## config.mk

```make
export PLATFORM = sky130hd
export DESIGN_NAME = instr_encode_loader
export DESIGN_NICKNAME = d
export VERILOG_FILES = /design/src/rtl/instr_encode_loader_pkg.sv /design/src/rtl/instr_encode_loader_field_encoder.sv /design/src/rtl/instr_encode_loader.sv
export SDC_FILE = /design/constraint.sdc
export NUM_CORES = 1
export LEC_CHECK = 0
export CORE_MARGIN = 4
export CORE_UTILIZATION = 40
export CTS_BUF_LIST = sky130_fd_sc_hd__clkbuf_2 sky130_fd_sc_hd__clkbuf_4 sky130_fd_sc_hd__clkbuf_8
export DETAILED_ROUTE_END_ITERATION = 10
export DONT_BUFFER_PORTS = 1
export GPL_TIMING_DRIVEN = 0
export HOLD_SLACK_MARGIN = 0.12
export PLACE_DENSITY_LB_ADDON = 0.25
export SYNTH_ARGS = -nofsm -noshare
export SYNTH_HDL_FRONTEND = slang
export SYNTH_HIERARCHICAL = 1
export SYNTH_SLANG_ARGS = --single-unit
```

## constraint.sdc

```tcl
create_clock -name clk -period 1.9 [get_ports clk]
set_clock_uncertainty 0.05 [all_clocks]
set_input_delay 0.285 -clock clk [delete_from_list [all_inputs] [get_ports clk]]
set_output_delay 0.285 -clock clk [all_outputs]
set_load 0.005 [all_outputs]
```

## src/rtl/instr_encode_loader_pkg.sv

```systemverilog
// Shared mini-MIPS instruction format constants, ALU op and class codes,
// loader FSM states and the alu_op -> funct lookup used by encoder and decoder.
package instr_encode_loader_pkg;

   localparam logic [5:0] OP_R_TYPE      = 6'h00;
   localparam logic [5:0] OP_LOAD_TYPE   = 6'h23;
   localparam logic [5:0] OP_STORE_TYPE  = 6'h2B;
   localparam logic [5:0] OP_BRANCH_TYPE = 6'h04;
   localparam logic [5:0] OP_JUMP_TYPE   = 6'h02;
   localparam logic [5:0] OP_JAL_TYPE    = 6'h03;

   localparam logic [5:0] FUNCT_ADD  = 6'h20;
   localparam logic [5:0] FUNCT_SUB  = 6'h22;
   localparam logic [5:0] FUNCT_AND  = 6'h24;
   localparam logic [5:0] FUNCT_OR   = 6'h25;
   localparam logic [5:0] FUNCT_XOR  = 6'h26;
   localparam logic [5:0] FUNCT_SLL  = 6'h00;
   localparam logic [5:0] FUNCT_SRL  = 6'h02;
   localparam logic [5:0] FUNCT_SLA  = 6'h01;
   localparam logic [5:0] FUNCT_SRA  = 6'h03;
   localparam logic [5:0] FUNCT_SLT  = 6'h2A;
   localparam logic [5:0] FUNCT_MADD = 6'h1C;
   localparam logic [5:0] FUNCT_MUL  = 6'h18;
   localparam logic [5:0] FUNCT_NOT  = 6'h27;

   typedef enum logic [2:0] {
      CLS_R      = 3'd0,
      CLS_LOAD   = 3'd1,
      CLS_STORE  = 3'd2,
      CLS_BRANCH = 3'd3,
      CLS_JUMP   = 3'd4,
      CLS_JAL    = 3'd5
   } instr_class_e;

   typedef enum logic [3:0] {
      ALU_ADD  = 4'd0,
      ALU_SUB  = 4'd1,
      ALU_AND  = 4'd2,
      ALU_OR   = 4'd3,
      ALU_XOR  = 4'd4,
      ALU_SLL  = 4'd5,
      ALU_SRL  = 4'd6,
      ALU_SLA  = 4'd7,
      ALU_SRA  = 4'd8,
      ALU_SLT  = 4'd9,
      ALU_MADD = 4'd10,
      ALU_MUL  = 4'd11,
      ALU_NOT  = 4'd12
   } alu_op_e;

   typedef enum logic [1:0] {
      ST_IDLE   = 2'd0,
      ST_ACCEPT = 2'd1,
      ST_WRITE  = 2'd2,
      ST_DONE   = 2'd3
   } load_state_e;

   typedef struct packed {
      logic       legal;
      logic [5:0] funct;
   } funct_lookup_t;

   function automatic funct_lookup_t alu_funct(input logic [3:0] alu_op);
      funct_lookup_t r;
      case (alu_op)
         ALU_ADD:  r = {1'b1, FUNCT_ADD};
         ALU_SUB:  r = {1'b1, FUNCT_SUB};
         ALU_AND:  r = {1'b1, FUNCT_AND};
         ALU_OR:   r = {1'b1, FUNCT_OR};
         ALU_XOR:  r = {1'b1, FUNCT_XOR};
         ALU_SLL:  r = {1'b1, FUNCT_SLL};
         ALU_SRL:  r = {1'b1, FUNCT_SRL};
         ALU_SLA:  r = {1'b1, FUNCT_SLA};
         ALU_SRA:  r = {1'b1, FUNCT_SRA};
         ALU_SLT:  r = {1'b1, FUNCT_SLT};
         ALU_MADD: r = {1'b1, FUNCT_MADD};
         ALU_MUL:  r = {1'b1, FUNCT_MUL};
         ALU_NOT:  r = {1'b1, FUNCT_NOT};
         default:  r = {1'b0, 6'h00};
      endcase
      return r;
   endfunction

endpackage

```

## src/rtl/instr_encode_loader_field_encoder.sv

```systemverilog
// Combinational field encoder: decoded class/fields plus the write pc in,
// 32-bit instruction word and illegal / jump-range flags out.
module instr_field_encoder
   import instr_encode_loader_pkg::*;
(
   input  logic [2:0]  cls,
   input  logic [3:0]  alu_op,
   input  logic [4:0]  rs,
   input  logic [4:0]  rt,
   input  logic [4:0]  rd,
   input  logic [4:0]  shamt,
   input  logic [15:0] imm,
   input  logic [31:0] target,
   input  logic [31:0] pc,
   output logic [31:0] word,
   output logic        illegal,
   output logic        range_err
);

   logic [31:0]   next_pc_s;
   funct_lookup_t funct_s;
   logic          target_ok_s;

   assign next_pc_s   = pc + 32'd4;
   assign funct_s     = alu_funct(alu_op);
   // J-format can only reach targets in the same 256 MB region as pc+4
   assign target_ok_s = (target[1:0] == 2'b00) && (target[31:28] == next_pc_s[31:28]);

   // Assemble the instruction word for the selected class
   always_comb begin
      word      = 32'h0000_0000;
      illegal   = 1'b0;
      range_err = 1'b0;
      case (cls)
         CLS_R: begin
            if (funct_s.legal) begin
               word = {OP_R_TYPE, rs, rt, rd, shamt, funct_s.funct};
            end else begin
               illegal = 1'b1;
            end
         end
         CLS_LOAD:   word = {OP_LOAD_TYPE, rs, rt, imm};
         CLS_STORE:  word = {OP_STORE_TYPE, rs, rt, imm};
         CLS_BRANCH: word = {OP_BRANCH_TYPE, rs, rt, imm};
         CLS_JUMP: begin
            word      = {OP_JUMP_TYPE, target[27:2]};
            range_err = !target_ok_s;
         end
         CLS_JAL: begin
            word      = {OP_JAL_TYPE, target[27:2]};
            range_err = !target_ok_s;
         end
         default: illegal = 1'b1;
      endcase
   end

endmodule

```

## src/rtl/instr_encode_loader.sv

```systemverilog
// Boot/self-test program loader: encodes field bundles into mini-MIPS words
// and writes them to instruction memory at consecutive word addresses.
module instr_encode_loader
   import instr_encode_loader_pkg::*;
#(
   parameter int          IMEM_AW      = 10,
   parameter logic [31:0] BASE_DEFAULT = 32'h0000_0000
) (
   input  logic               clk,
   input  logic               rst_n,
   input  logic               start,
   input  logic [31:0]        start_base,
   input  logic               in_valid,
   output logic               in_ready,
   input  logic               in_last,
   input  logic [2:0]         in_class,
   input  logic [3:0]         in_alu_op,
   input  logic [4:0]         in_rs,
   input  logic [4:0]         in_rt,
   input  logic [4:0]         in_rd,
   input  logic [4:0]         in_shamt,
   input  logic [15:0]        in_imm,
   input  logic [31:0]        in_target,
   output logic               imem_we,
   output logic [IMEM_AW-1:0] imem_addr,
   output logic [31:0]        imem_wdata,
   output logic               busy,
   output logic               done,
   output logic               err_illegal,
   output logic               err_range,
   output logic [IMEM_AW:0]   count
);

   localparam logic [IMEM_AW-1:0] PTR_ONE = {{(IMEM_AW-1){1'b0}}, 1'b1};
   localparam logic [IMEM_AW-1:0] PTR_MAX = {IMEM_AW{1'b1}};
   localparam logic [IMEM_AW:0]   CNT_ONE = {{IMEM_AW{1'b0}}, 1'b1};

   load_state_e        state_r;
   logic [IMEM_AW-1:0] ptr_r;
   logic               last_r;
   logic               armed_r;

   logic [31:0] base_s;
   logic [31:0] pc_s;
   logic [31:0] enc_word_s;
   logic        enc_illegal_s;
   logic        enc_range_s;
   logic        handshake_s;
   logic        unused_base_s;

   assign base_s        = (start_base == 32'h0000_0000) ? BASE_DEFAULT : start_base;
   assign unused_base_s = ^{base_s[31:IMEM_AW+2], base_s[1:0]};
   assign pc_s          = {{(30-IMEM_AW){1'b0}}, ptr_r, 2'b00};
   assign handshake_s   = in_valid & in_ready;
   assign imem_addr     = ptr_r;

   instr_field_encoder u_encoder (
      .cls       (in_class),
      .alu_op    (in_alu_op),
      .rs        (in_rs),
      .rt        (in_rt),
      .rd        (in_rd),
      .shamt     (in_shamt),
      .imm       (in_imm),
      .target    (in_target),
      .pc        (pc_s),
      .word      (enc_word_s),
      .illegal   (enc_illegal_s),
      .range_err (enc_range_s)
   );

   // Load session FSM with pointer, counter and registered status outputs
   always_ff @(posedge clk or negedge rst_n) begin
      if (!rst_n) begin
         state_r     <= ST_IDLE;
         ptr_r       <= {IMEM_AW{1'b0}};
         last_r      <= 1'b0;
         armed_r     <= 1'b0;
         in_ready    <= 1'b0;
         imem_we     <= 1'b0;
         imem_wdata  <= 32'h0000_0000;
         busy        <= 1'b0;
         done        <= 1'b0;
         err_illegal <= 1'b0;
         err_range   <= 1'b0;
         count       <= {(IMEM_AW+1){1'b0}};
      end else begin
         // armed_r masks a start coinciding with the first edge after reset
         armed_r <= 1'b1;
         case (state_r)
            ST_IDLE: begin
               if (start && armed_r) begin
                  ptr_r       <= base_s[IMEM_AW+1:2];
                  count       <= {(IMEM_AW+1){1'b0}};
                  done        <= 1'b0;
                  err_illegal <= 1'b0;
                  err_range   <= 1'b0;
                  busy        <= 1'b1;
                  in_ready    <= 1'b1;
                  state_r     <= ST_ACCEPT;
               end else begin
                  state_r <= ST_IDLE;
               end
            end
            ST_ACCEPT: begin
               if (handshake_s) begin
                  imem_wdata  <= enc_word_s;
                  last_r      <= in_last;
                  err_illegal <= err_illegal | enc_illegal_s;
                  err_range   <= err_range | enc_range_s;
                  in_ready    <= 1'b0;
                  imem_we     <= 1'b1;
                  state_r     <= ST_WRITE;
               end else begin
                  state_r <= ST_ACCEPT;
               end
            end
            ST_WRITE: begin
               imem_we <= 1'b0;
               count   <= count + CNT_ONE;
               ptr_r   <= ptr_r + PTR_ONE;
               if (last_r) begin
                  done    <= 1'b1;
                  busy    <= 1'b0;
                  state_r <= ST_DONE;
               end else if (ptr_r == PTR_MAX) begin
                  err_range <= 1'b1;
                  done      <= 1'b1;
                  busy      <= 1'b0;
                  state_r   <= ST_DONE;
               end else begin
                  in_ready <= 1'b1;
                  state_r  <= ST_ACCEPT;
               end
            end
            ST_DONE: begin
               state_r <= ST_IDLE;
            end
            default: begin
               in_ready <= 1'b0;
               imem_we  <= 1'b0;
               busy     <= 1'b0;
               state_r  <= ST_IDLE;
            end
         endcase
      end
   end

endmodule

```

==> results of run 1 <==
-- how the worst max path moves through the flow --
stage | end | slack (ns) | cells after the start
after floorplan | count[10] | 0.08 | 7
after global routing | count[6] | -0.04 | 7
after global placement | err_range | -0.20 | 8
final | count[6] | 0.04 | 7
after CTS | count[6] | -0.002 | 6
after detailed placement | err_range | -0.26 | 8
-- layout make-up --
class / count / area (µm²)
clock buffers: 10 / 138
plain buffers: 22 / 140
repair buffers: 12 / 125
clock inverters: 6 / 116
fillers: 902 / 4680
well taps: 129 / 161
inverters: 23 / 86.3
multi-input cells: 327 / 2260
flip-flops and latches: 63 / 1580
-- cells by family (layout without fill, tap and decap cells) --
group,count (synthesis),count (layout),synth area share [%]
AOI/OAI and AO/OA,109,109,20.1
xor gates and xnor gates,8,8,1.82
adders and majority gates,7,7,2.28
buffers and inverters,45,73,5.36
DFF,63,63,41.0
muxes,41,41,11.8
other,3,33,0.293
and+or+nand+nor,129,129,17.4
-- power by group --
part / total [mW] / switching (mW) / internal, mW / leakage, nW
registers: 2.42 / 0.587 / 1.84 / 0.788
clock network: 1.49 / 0.575 / 0.917 / 0.127
logic: 1.94 / 0.978 / 0.963 / 1.18
total: 5.86 / 2.14 / 3.72 / 2.10
-- layout by cell type, fill, tap and decap left out, types with 4 or more instances in the layout --
master / n
dlygate4sd3_1: 6
nand3_1: 7
mux2_2: 34
conb_1: 33
o21ai_0: 21
a22oi_1: 14
ha_1: 6
dfrtp_1: 63
a222oi_1: 11
buf_4: 10
and4_1: 4
mux2i_1: 7
nand4_1: 11
a31oi_1: 9
o22ai_1: 8
clkbuf_8: 10
clkbuf_2: 5
xnor2_1: 6
a21oi_1: 17
buf_2: 5
nor2_1: 37
nand2_1: 33
inv_1: 22
-- metal layers --
metal	wire (µm)	up-vias	part of all wire, %
met1	4170	1558	40
met2	5190	120	50
met3	898	15	8.6
met4	173	0	1.7
met5	0	-	0
li1	-	1578	-
-- state kept, by name, indices dropped and copies added, names as in the netlist --
signal,flops
done,1
imem_addr,10
state_r,2
in_ready,1
imem_we,1
armed_r,1
imem_wdata,32
last_r,1
err_range,1
count,11
err_illegal,1
busy,1
-- timing repair --
item                                    in CTS  in global routing
hold buffers                                 7                  0
endpoints found under the setup margin      45                 44
resized for setup                            9                 25
buffers inserted                             3                  2
pin swaps                                    0                  1
endpoints found under the hold margin       68                  0
-- stage by stage --
| stage | power (mW) | hold slack, ns | TNS, ns | setup slack, ns |
|---|---|---|---|---|
| detailed placement | 4.19 | -0.0582 | -3.57 | -0.258 |
| global placement | 4.12 | -0.0581 | -1.27 | -0.197 |
| finish | 5.86 | 0.143 | 0 | 0.0377 |
| global route | 6.29 | 0.137 | -0.142 | -0.0379 |
| floorplan | 3.67 | -0.0606 | 0 | 0.0831 |
| CTS | 5.84 | 0.122 | -0.00252 | -0.00249 |
-- worst register-to-register path, cell delays in order (launching register included) --
cell and delay (ns):
dfrtp_1 0.39, inv_2 0.08, ha_4 0.18, a21bo_1 0.19, buf_6 0.13, o21ai_4 0.10, or4_1 0.52, a21oi_1 0.17
==> results.md, run 1 <==
Timing:
- Setup repair after global routing could not meet its margin everywhere.
- The final count of pins violating max slew was 0.
- The relative slew slack is between 60% and 70%.
- The slew at the pin closest to its max-slew limit is 0.583 ns.
- The shortest clock period the worst path allows after layout is 1.86 ns.
- The maximum frequency from static timing analysis is approximately 540 MHz.
- Setup violations remaining at the end of the flow were counted as 0.
- The final critical path takes up a little over nine tenths of the cycle.
- The hold violation total from the final report is 0.

Placed design:
- Including well taps, the total number of placed cells is between 500 and 600.
- Summed over all nets, the half-perimeter wirelength after detailed placement is around 8000 µm.
- The final RePlAce weighted congestion is 0.776.
- Buffers placed on the I/O ports in this run total 0.
- The placed instances occupy a cell area of roughly 4000 µm².

Logic synthesis:
- Of all cell types, the one taking the most synthesized area is dfrtp_1.
- The average cell area after synthesis is between 9 and 10 µm².
- Counting instances in the post-synthesis netlist gives the leading cell types as dfrtp_1 (63), nor2_1 (38), mux2_2 (34), nand2_1 (33), inv_1 (23).
- The fraction of registers with async set or reset after synthesis is 100%.
- The post-synthesis instance area is 3850 µm².
- Yosys printed 6 warnings.
- The top cell type's share of synthesized area is between 40 and 50%.
- The dominant cell by count in the synthesized netlist is dfrtp_1.
- The synthesized design contains between 60 and 70 register bits.
- Counting every instance in the synthesized netlist gives 405.
- The sequential fraction of the synthesis area is between 40% and 50%.
- Yosys attributes the largest share of cell area to dfrtp_1 (41%), mux2_2 (9.9%), nor2_1 (3.7%).
- The distinct cell type count of the synthesized netlist is 62.
- The number of enable flip-flop cells after synthesis is 0.
- Among all flip-flop cells after synthesis, the most frequent one is dfrtp_1.

Worst hold path:
- The path with the worst hold slack has its endpoint at imem_wdata[2].
- The source of the worst hold timing path is in_imm[2].
- The class of the worst hold path is primary input to flip-flop.
- The cell depth of the worst hold path is 3.

Setup path:
- The most critical setup path has its startpoint at state_r[1].
- STA puts the critical path data required time at ~2.1 ns.
- The endpoint kind of the worst setup timing path is a flip-flop.
- The origin of the critical flop-to-flop path is state_r[1].
- Broken down by cell family, the worst path's largest delay share belongs to simple AND/OR/NAND/NOR gates.
- For the worst flop-to-flop path, the logic depth is 7.
- The critical path contains buffers and inverters numbering 2 combined.
- Traced cell by cell, the critical path runs through inv_2 -> ha_4 -> a21bo_1 -> buf_6 -> o21ai_4 -> or4_1 -> a21oi_1.
- The critical path is of the flip-flop to flip-flop type.
- Data arrives at the worst endpoint at around 2.1 ns.
- The cell at the slowest stage of the critical path is or4_1.
- The top fanout value on the critical path is 10.
- The worst setup path is launched from a flip-flop.
- The register-to-register setup slack is 0.04 ns.
- The destination of the worst register-to-register timing path is count[6].
- The delay of the slowest critical-path stage is 0.52 ns.

GRT:
- The total congestion overflow after global routing is 0.
- The met3 usage in global routing is ~7.2%.
- In this run the most used layer during global routing was met2.
- For this run, global-route usage on met2 was measured as 32.1%.
- The largest net degree at the start of global routing is 64.
- The first global-routing pass estimated between 15000 and 20000 µm of wire.
- The initial antenna violation count came to 0.
- The met1 track demand over resource is between 20% and 30%.
- The number of global-route vias before repair was approximately 3400.
- Global routing used 18.8% of the available tracks across all layers.

Floorplanning:
- For this design the top-level I/O count stands at between 150 and 200.
- The placeable core region is 9280 µm².
- The die footprint is 11300 µm².
- The die is ~110 µm tall.
- The die width is 106 µm.
- The starting density of the core is about two fifths.
- Row generation in the floorplan step produced 35 rows.

Clock network:
- The source-to-sink clock delay at the later pin of the worst-skew pair is approximately 0.34 ns.
- The tree is rooted in a clkbuf_8.
- The total clock sinks is 63.
- The maximum number of buffers from clock root to sink is 2.
- The total number of H-tree levels is 3.
- TritonCTS created 9 clock buffers.
- TritonCTS built the clock tree.
- The clock transition time at the flip-flop clock pins of the worst setup and hold paths is approximately 0.080 ns.

Cells and area:
- The ratio of cells with drive above 1 in the final layout is 20.3%.
- The post-layout net count is 577.
- Once layout is complete, the utilization of the core stands at approximately half.
- The area added between synthesis and finish is 19.7%.
- The post-layout instance count excluding filler cells is 592.
- The count of inserted antenna diode cells is 0.
- The total non-filler cell area in the finished layout is about 4600 µm².

Drt:
- The per-cell routed wire length is 17.6 µm.
- The via density per instance is between 5 and 6.
- The via count of the routed design is roughly 3300.
- The detailed router finished its first iteration with about 160 violations.
- The number of remaining DRC errors is 0.
- For this block, the routed nets add up to roughly 10000 µm of wire.
- The number of detailed-route iterations in the first pass is 8.
- The count of nets left with antenna violations once routing finished came out at 0.

Pwr:
- In this run the static leakage power is approximately 2.1 nW.
- Dividing total power by cell area gives a power density of roughly 1300 nW/µm².
- The worst vdd rail ir drop is 0.000595 V.

Run status:
- The run finished with clean final reports.

Run:
- The number of max-capacitance violations reported is 0.
No activity file was read; power rests on OpenSTA's default activity.
==> run 2: changes to the inputs <==
--- a/config.mk
+++ b/config.mk
@@ -5,6 +5,7 @@
 export SDC_FILE = /design/constraint.sdc
 export NUM_CORES = 1
 export LEC_CHECK = 0
+export CORE_ASPECT_RATIO = 0.7
 export CORE_MARGIN = 4
 export CORE_UTILIZATION = 40
 export CTS_BUF_LIST = sky130_fd_sc_hd__clkbuf_2 sky130_fd_sc_hd__clkbuf_4 sky130_fd_sc_hd__clkbuf_8
==> constraint.sdc (replaced) <==
create_clock -name clk -period 1.6 [get_ports clk]
set_clock_uncertainty 0.05 [all_clocks]
set_input_delay 0.24 -clock clk [delete_from_list [all_inputs] [get_ports clk]]
set_output_delay 0.24 -clock clk [all_outputs]
set_load 0.005 [all_outputs]
==> run 2 against run 1 <==
- the flow now finishes with violations (negative hold slack, negative setup slack)
- design area grew 14%
- count of clock-buffer cells in the layout rose by 2
- sequential share of layout area decreased by 4.1 points
- clock power increased by 7%
- die area up 0.22%
- combinational power rose by 55%
- critical path depth unchanged
- critical endpoint unchanged
- largest power group is now combinational logic
==> results.md, run 2 (same netlist as run 1, synthesis figures left out) <==
Setup path:
- The arrival time reported for the critical path endpoint came to 1.96 ns (-0.12 ns).
- The category of the most critical setup path is flip-flop to flip-flop.
- The endpoint kind of the worst setup timing path is a flip-flop.
- The register-to-register setup slack came to -0.14 ns (-0.18 ns).
- The cell count of the worst reg-to-reg path is 7 (unchanged).
- The critical path startpoint category is a flip-flop.
- The origin of the critical flop-to-flop path is state_r[1].
- The required arrival time at the worst endpoint came to 1.82 ns (-0.30 ns).
- The top fanout value on the critical path is 6 (-4).
- The worst register-to-register path ends at count[6].

Timing:
- The relative slew slack is 59.7% (-1.2 points).
- The hold violation total from the final report came to 63 (+63).
- The maximum frequency from static timing analysis is 575 MHz (+7.0%).
- Setup repair after global routing could not meet its margin everywhere.
- The slew at the pin closest to its max-slew limit is 0.602 ns (+0.0186 ns).
- The least setup slack across all paths after layout is -0.141 ns (-0.178 ns).
- The final clock period utilization by the worst path is 109% (+11 points).
- The worst-case hold slack came to -0.477 ns (-0.620 ns).
- The shortest clock period the worst path allows after layout is 1.74 ns (-0.122 ns).
- The count of final setup violators is 51 (+51).
- The final count of pins violating max slew is 0 (unchanged).
- The sum of negative setup slack came to -2.16 ns (-2.16 ns).

GRT:
- The largest net degree at the start of global routing is 64 (unchanged).
- The initial antenna violation count was 0 (unchanged).
- The total congestion overflow after global routing is 0 (unchanged).
- The number of global-route vias before repair came to 3590 (+5.5%).
- The combined global-route utilization of all metal layers is 21.1% (+2.3 points).
- The wire length of the first global-routing pass is 19100 µm (+13%).

Clock network:
- TritonCTS built the clock tree.
- The total number of H-tree levels is 3 (unchanged).
- The source-to-sink clock delay at the later pin of the worst-skew pair is 0.35 ns (about the same).
- The number of buffers inserted for hold repair after clock tree synthesis was 38 (+31).
- The total clock sinks came to 63 (unchanged).
- The clock transition time at the flip-flop clock pins of the worst setup and hold paths was 0.08 ns (about the same).
- The maximum number of buffers from clock root to sink is 2 (unchanged).
- The CTS buffer count is 9 (unchanged).
- The root buffer selected by CTS is clkbuf_8.

Cells and area:
- Leaving out fill and tap cells, the most frequent cells in the layout are dfrtp_1 (61), dlygate4sd3_1 (38), nor2_1 (36).
- The area added between synthesis and finish is 36.2%.
- The number of flip-flops under the largest register name came to 32 (unchanged).
- The most common cell after layout, fill and taps aside is dfrtp_1.
- The share of the core filled with cells is 56.9% (+7.3 points).
- The ratio of cells with drive above 1 in the final layout was 25.2% (+4.9 points).
- The post-layout net count is 627 (+8.7%).
- The register bank with the most flops is imem_wdata.
- The total non-filler cell area in the finished layout is 5240 µm² (+14%).
- The post-layout instance count excluding filler cells is 636 (+7.4%).
- The count of fill cells added during filler insertion came to 802 (-11%).
- The count of inserted antenna diode cells is 0 (unchanged).

Placed design:
- The number of buffers added on ports was 0 (unchanged).
- The worst slack at placement is -0.398 ns (-0.140 ns).
- The cell area after placement is 4230 µm² (+2.5%).
- The final RePlAce weighted congestion is 0.879 (+13%).
- The number of cells after detailed placement was 559 (-0.89%).
- The half-perimeter wire length of the detailed placement result was 8090 µm (+3.1%).

Floorplanning:
- The placeable core region came to 9220 µm² (-0.73%).
- The vertical die dimension was 90.1 µm (-15%).
- The starting density of the core was 41.8% (+0.30 points).
- The die width is 125 µm (+18%).
- The row count is 29 (-17%).
- The number of top-level pins is 171 (unchanged).
- The die footprint is 11300 µm² (+0.22%).

Drt:
- The via density per instance came to 5.67 (+2.6%).
- The number of DRC markers after the initial detailed-route iteration is 305 (+87%).
- The via count of the routed design is 3605 (+10%).
- The number of remaining DRC errors is 0 (unchanged).
- The number of nets still failing antenna checks after routing was 0 (unchanged).
- The per-cell routed wire length was 19.2 µm (+9.1%).
- The overall routed net length is 12200 µm (+17%).
- The number of detailed-route iterations in the first pass is 6 (-2).

Run status:
- The run finished, with violations left.
- The checks that failed: negative hold slack, negative setup slack.

Worst hold path:
- The min-delay analysis places its worst path in the category primary input to async pin.

Pwr:
- The overall power consumption is 7.53 mW (+29%).
- The leakage power summed over all cells is 2.35 nW (+12%).
- The worst vdd rail ir drop came to 0.000652 V (+9.6%).
- The total power density per cell area was 1440 nW/µm² (+13%).

Run:
- The number of max-capacitance violations reported came to 0 (unchanged).
[run 2: how the worst max path moves through the flow]
stage | start | end | slack [ns] | depth (start not counted)
after CTS | state_r[1] | count[6] | -0.11 | 7
after global routing | state_r[0] | count[6] | -0.22 | 7
final | state_r[1] | count[6] | -0.14 | 7
after detailed placement | in_class[1] | err_range | -0.40 | 8
after floorplan | state_r[1] | count[10] | -0.06 | 6
after global placement | in_class[1] | err_range | -0.38 | 8
[run 2: where the power goes]
group / switching (mW) / internal, mW / total (mW)
combinational: 1.38 / 1.64 / 3.01
sequential: 0.750 / 2.19 / 2.94
clock: 0.638 / 0.947 / 1.59
[run 2: worst max-delay path, cell delays in order (launching register included)]
cell	delay (ns)
dfrtp_1	0.39
inv_2	0.07
ha_4	0.18
a21bo_1	0.19
buf_6	0.14
o21ai_4	0.08
or4_1	0.40
a21oi_1	0.15
[run 2: final cells by class]
class	count	area (µm²)	area share, %
multi-input combinational	327	2390	45.6
sequential	63	1580	30.1
timing repair buffer	63	622	11.9
buffer	21	190	3.63
tap	124	155	2.96
clock buffer	12	153	2.91
inverter	23	86.3	1.65
clock inverter	3	67.6	1.29
[run 2: layer usage]
layer	vias up	global-route usage (%)	routed length, µm
met5	-	0	0
met4	0	5.87	210
met3	21	7.29	931
met2	153	33.6	5650
met1	1747	27.5	5430
li1	1684	-	-
[run 2: repair_timing]
action | CTS | global route
resized for setup | 32 | 25
pin swaps | 7 | 11
endpoints found under the hold margin | 86 | 63
buffers inserted | 14 | 9
gates cloned | 0 | 2
endpoints found under the setup margin | 61 | 61
